## src/rtl/input_debouncer.sv

```systemverilog
// Debounces WIDTH button/switch inputs: a two-flop synchroniser, a shared sample-tick prescaler,
// and per-channel consecutive-sample counters producing clean levels plus press/release pulses.
module input_debouncer #(
    parameter int WIDTH        = 16,
    parameter int DIV_BITS     = 4,
    parameter int STABLE_COUNT = 4
) (
    input  logic             clk,
    input  logic             reset_n,
    input  logic [WIDTH-1:0] raw,
    output logic [WIDTH-1:0] stable,
    output logic [WIDTH-1:0] pressed,
    output logic [WIDTH-1:0] released,
    output logic             any_event
);

    localparam int CNT_W = $clog2(STABLE_COUNT + 1);
    localparam logic [CNT_W-1:0] CNT_LAST = CNT_W'(STABLE_COUNT - 1);

    logic [WIDTH-1:0]    sync1_q;
    logic [WIDTH-1:0]    sync2_q;
    logic [DIV_BITS-1:0] div_q;
    logic [CNT_W-1:0]    cnt_q [WIDTH];
    logic [CNT_W-1:0]    cnt_d [WIDTH];
    logic [WIDTH-1:0]    stable_q,   stable_d;
    logic [WIDTH-1:0]    pressed_q,  pressed_d;
    logic [WIDTH-1:0]    released_q, released_d;
    logic                any_event_q, any_event_d;
    logic                tick;

    // div resets to 0, so the very first edge after reset is a sample tick
    assign tick = (div_q == '0);

    always_ff @(posedge clk or negedge reset_n) begin
        if (!reset_n) begin
            sync1_q     <= '0;
            sync2_q     <= '0;
            div_q       <= '0;
            stable_q    <= '0;
            pressed_q   <= '0;
            released_q  <= '0;
            any_event_q <= 1'b0;
            for (int i = 0; i < WIDTH; i++) begin
                cnt_q[i] <= '0;
            end
        end else begin
            sync1_q     <= raw;
            sync2_q     <= sync1_q;
            div_q       <= div_q + 1'b1;
            stable_q    <= stable_d;
            pressed_q   <= pressed_d;
            released_q  <= released_d;
            any_event_q <= any_event_d;
            for (int i = 0; i < WIDTH; i++) begin
                cnt_q[i] <= cnt_d[i];
            end
        end
    end

    // A single sample that agrees with the clean level restarts that channel's count
    always_comb begin
        stable_d   = stable_q;
        pressed_d  = '0;
        released_d = '0;
        for (int i = 0; i < WIDTH; i++) begin
            cnt_d[i] = cnt_q[i];
        end
        if (tick) begin
            for (int i = 0; i < WIDTH; i++) begin
                if (sync2_q[i] != stable_q[i]) begin
                    if (cnt_q[i] == CNT_LAST) begin
                        stable_d[i]   = sync2_q[i];
                        pressed_d[i]  = sync2_q[i];
                        released_d[i] = ~sync2_q[i];
                        cnt_d[i]      = '0;
                    end else begin
                        cnt_d[i] = cnt_q[i] + CNT_W'(1);
                    end
                end else begin
                    cnt_d[i] = '0;
                end
            end
        end
        any_event_d = |(pressed_d | released_d);
    end

    assign stable    = stable_q;
    assign pressed   = pressed_q;
    assign released  = released_q;
    assign any_event = any_event_q;

endmodule

```

## config.mk

```make
export PLATFORM = sky130hd
export DESIGN_NAME = input_debouncer
export DESIGN_NICKNAME = d
export VERILOG_FILES = /design/src/rtl/input_debouncer.sv
export SDC_FILE = /design/constraint.sdc
export NUM_CORES = 1
export LEC_CHECK = 0
export ABC_AREA = 1
export CORE_MARGIN = 5
export CORE_UTILIZATION = 59
export CTS_CLUSTER_DIAMETER = 60
export DETAILED_ROUTE_END_ITERATION = 10
export GPL_TIMING_DRIVEN = 0
export PLACE_DENSITY = 0.92
export SLEW_MARGIN = 0
export SYNTH_ARGS = -nofsm -noshare
export SYNTH_HDL_FRONTEND = slang
export SYNTH_SLANG_ARGS = --single-unit
export TNS_END_PERCENT = 10
```

## constraint.sdc

```tcl
create_clock -name clk -period 2.8 [get_ports clk]
set_input_delay 0.42 -clock clk [delete_from_list [all_inputs] [get_ports clk]]
set_output_delay 0.42 -clock clk [all_outputs]
set_load 0.02 [all_outputs]
```

==> results.env <==
FINAL.SETUP.TNS_PS=0
RSZ_0062_RAISED_AFTER_GLOBAL_ROUTING='false'
TRITONCTS='built'
INSERTEDDIODECOUNT=0
SYNTH.CELL_AREA_SQ_MM=0.00520
NUMBER_OF_GLOBAL_ROUTE_VIAS_BEFORE_REPAIR=4271
CRIT_FANOUT=3
IOS=67
NNETSFINAL=613
TIMING.CRITICAL_PATH.CELLS='clkdlybuf4s50_1'
DRC=0
PLACE_CONGESTION=0.746
POST_SYNTH_INST_COUNT=490
SLEW_HEADROOM=0.682
SYN_AREA_CELL_SQ_UM=10.6
RUN_STATUS='completed'
INSERTION_DELAY_PS=520
CLOCK-SINKS=133
CTS_INSERTED_BUFFERS=17
FILLER_CELL_COUNT=479
CTSRESIZECOUNT=0
GRT_OVERFLOW=0
SYNTH_TOP_FLOP_CELL='dfrtp_1'
SYN_NETS=526
MULTI_INPUT_AREA_SQ_MM=0.00160
CRITPATHCAPTURETYPE='primary output'
CP.BUFFERS_INVERTERS=1
FP.DIEAREA_SQ_MM=0.0108
FF_LATCH_AREA_SQ_MM=0.00333
NUMBER_OF_FLOPS_MAPPED_TO_ENABLE_CELLS_BY_YOSYS=0
CELLPOWERDENSITY_mW_PER_MM2=704
DR_TOTAL_VIAS=3927
ARR_TIME_CRIT_PATH_PS=1530
WORST_IR_DROP_VDD_uV=750
NUMBER_OF_ANTENNA_VIOLATIONS_AT_THE_FIRST_CHECK_IN_GLOBAL_ROUTING=0
SYNTH-COMPOUND-AREA-SHARE=0.0952
PRECTSSETUPSLACK_PS=1110
LAYOUT_CELLS_EXCL_FILL=698
ROW_COUNT=34
CTS-HTREE-LEVELS=4
CTS.ROOT.BUFFER_CELL='clkbuf_8'
TIMING.FINAL.MAX_SLEW_VIOLATIONS=0
NETLIST-CELL-TYPE-COUNT=24
DRIVE_GT1_FRAC=0.120
DRT-INITIAL-DRC-COUNT=404
SYNTH-ADDER-AREA-SHARE=0.0433
CTS_HOLD_REPAIR.BUFFERS=1
VIA_PER_INST=5.63
CLK_PIN_SLEW_PS=60
PORT-BUFFER-COUNT=66
REPORT.FINAL.HOLD_VIOL_COUNT=0
CORE_AREA_SQ_MM=0.00868
POST_ROUTE_UTILIZATION=0.770
DIEWIDTH_UM=104
DP.CELLS=665
WORST_SLACK_PS=847
CPMAXSTAGEDELAYCELL='clkdlybuf4s50_1'
SIMPLE_GATE_AREA_SHARE_OF_THE_YOSYS_NETLIST=0.163
CTS-ROOT-TO-SINK-BUFFERS=2
GRT_PASS1_WL_UM=20000
SYNTH_XOR_XNOR_AREA_SHARE=0.00505
WORST-SLEW-PIN-TRANSITION_PS=477
CRITICALPATHCATEGORY='register to primary output'
FINAL.SETUP_SKEW_PS=7.42
DETAIL_ROUTE.WL_PER_CELL_UM=17.3
AREAGROWTHSYNTHTOFINISH_PCT=28.4
CRITICAL-PATH-TOP-DELAY-FAMILY='buffers and inverters'
DIE_H_UM=104
MUXSHAREOFSYNTHAREA=0
CPPEAKSTAGEDELAY_PS=620
PORTION_OF_THE_POST_SYNTHESIS_AREA_USED_BY_SEQUENTIAL_ELEMENTS=0.639
CRITICAL_PATH.STARTPOINT_TYPE='register'
START_UTIL=0.600
GROUTE.USAGE.OVERALL=0.229
DETAILEDROUTE.FIRSTPASSITERATIONCOUNT=5
SETUP-VIOLATIONS-FINAL=0
COMBINATIONAL_FAMILY_WITH_THE_MOST_AREA_AFTER_SYNTHESIS='simple AND/OR/NAND/NOR gates'
YOSYS_REGISTER_BITS=133
CAP_VIOLATIONS=0
TOTALWIRELENGTH_UM=12100
DP.FINAL_HPWL_UM=6950
SHORTEST_PERIOD_THE_WORST_PATH_ALLOWS_PS=1950
ACHIEVABLE-FREQUENCY_MHz=512
GRT_START_MAX_NET_PINS=87
ASYNC_FLOP_SHARE=1.00
LEAKAGEPOWER_nW=3.32
ANT_NETS=0
WORSTHOLDPATHTYPE='input port to register'
WORST-ENDPOINT-REQUIRED_PS=2380
FINALCRITPERIODSHARE=0.697
SETUP_REPAIR_BUFS_AFTER_CTS=0
SYNTH.YOSYS.WARNINGS=0
-- metal layers --
| metal | share of wire | global-route usage | vias to the layer above |
|---|---|---|---|
| met5 | 0 | 0 | - |
| met4 | 0.035 | 0.106 | 0 |
| met3 | 0.065 | 0.0639 | 50 |
| met2 | 0.52 | 0.391 | 213 |
| met1 | 0.38 | 0.268 | 1924 |
| li1 | - | - | 1740 |
-- cell families (layout without fill, tap and decap cells) --
logic type / count (synthesis) / count (layout)
and+or+nand+nor: 197 / 197
DFF: 133 / 133
AOI/OAI and AO/OA: 73 / 73
buffers and inverters: 66 / 166
adders and majority gates: 18 / 18
xor gates and xnor gates: 3 / 3
-- where the power goes --
| group | internal (mW) | switching (mW) | total [mW] | leakage (nW) |
|---|---|---|---|---|
| Clock | 1.58 | 0.839 | 2.42 | 0.307 |
| Combinational | 0.0933 | 0.150 | 0.243 | 1.28 |
| Sequential | 1.99 | 0.0478 | 2.04 | 1.74 |
-- cells in the final DEF, fill, tap and decap left out, drive strengths merged --
cell type      Yosys  layout
nand4              1       1
xnor2              1       1
nand2            126     126
o31ai             16      16
clkbuf             2      22
clkdlybuf4s50      0      65
xor2               2       2
nor2              50      50
a21oi             15      15
buf                6       8
inv               58      59
bufinv             0       5
o21ai             26      26
dfrtp            133     133
nand3             20      20
ha                18      18
clkinvlp           0       3
clkinv             0       3
a21boi            16      16
dlygate4sd3        0       1
-- flip-flops by register name, summed over array words and instances, names as in the netlist --
register,flops
stable,16
div_q,4
pressed,16
released,16
any_event,1
cnt_q,48
sync2_q,16
sync1_q,16
-- cell usage after synthesis (2+ instances only) --
| library cell | number | share of area |
|---|---|---|
| xor2_1 | 2 | 0.0034 |
| buf_6 | 2 | 0.0043 |
| nor2_1 | 49 | 0.035 |
| ha_1 | 18 | 0.043 |
| o31ai_1 | 6 | 0.0087 |
| o31ai_2 | 10 | 0.024 |
| nand2_2 | 9 | 0.011 |
| a21oi_1 | 15 | 0.014 |
| o21ai_1 | 6 | 0.0058 |
| buf_2 | 3 | 0.0029 |
| nand3_1 | 11 | 0.011 |
| dfrtp_1 | 133 | 0.64 |
| nand3_2 | 9 | 0.017 |
| a21boi_0 | 16 | 0.023 |
| o21ai_0 | 20 | 0.019 |
| nand2_1 | 117 | 0.084 |
| inv_1 | 56 | 0.040 |
| inv_2 | 2 | 0.0014 |
-- metrics by stage --
step | hold WS, ps | area [sq um] | power, mW
floorplan | 124 | 5200 | 2.17
global placement | 333 | 6000 | 2.26
detailed placement | 335 | 6030 | 2.29
CTS | 325 | 6690 | 4.71
global route | 319 | 6690 | 4.84
finish | 330 | 6690 | 4.70
-- path summary, 6_finish.rpt --
check                               end  startpoint  slack, ps  cells past startpoint
setup / recovery              stable[3]   stable[3]        850                      1
hold / removal               sync1_q[0]      raw[0]        330                      1
setup reg to reg              cnt_q[25]    div_q[0]        960                      9
hold reg to reg              sync2_q[0]  sync1_q[0]        350                      0
max in group asynchronous  released[14]     reset_n       1670                      3
min in group asynchronous   released[6]     reset_n        390                      2
-- cell type report --
cell class,instances,area share
buffer,8,0.00917
clock buffer,20,0.0666
clock inverter,12,0.0299
inverter,58,0.0326
multi-input combinational,291,0.239
sequential,133,0.498
tap,108,0.0202
timing repair buffer,68,0.105
(Power assumes the default switching activity.)
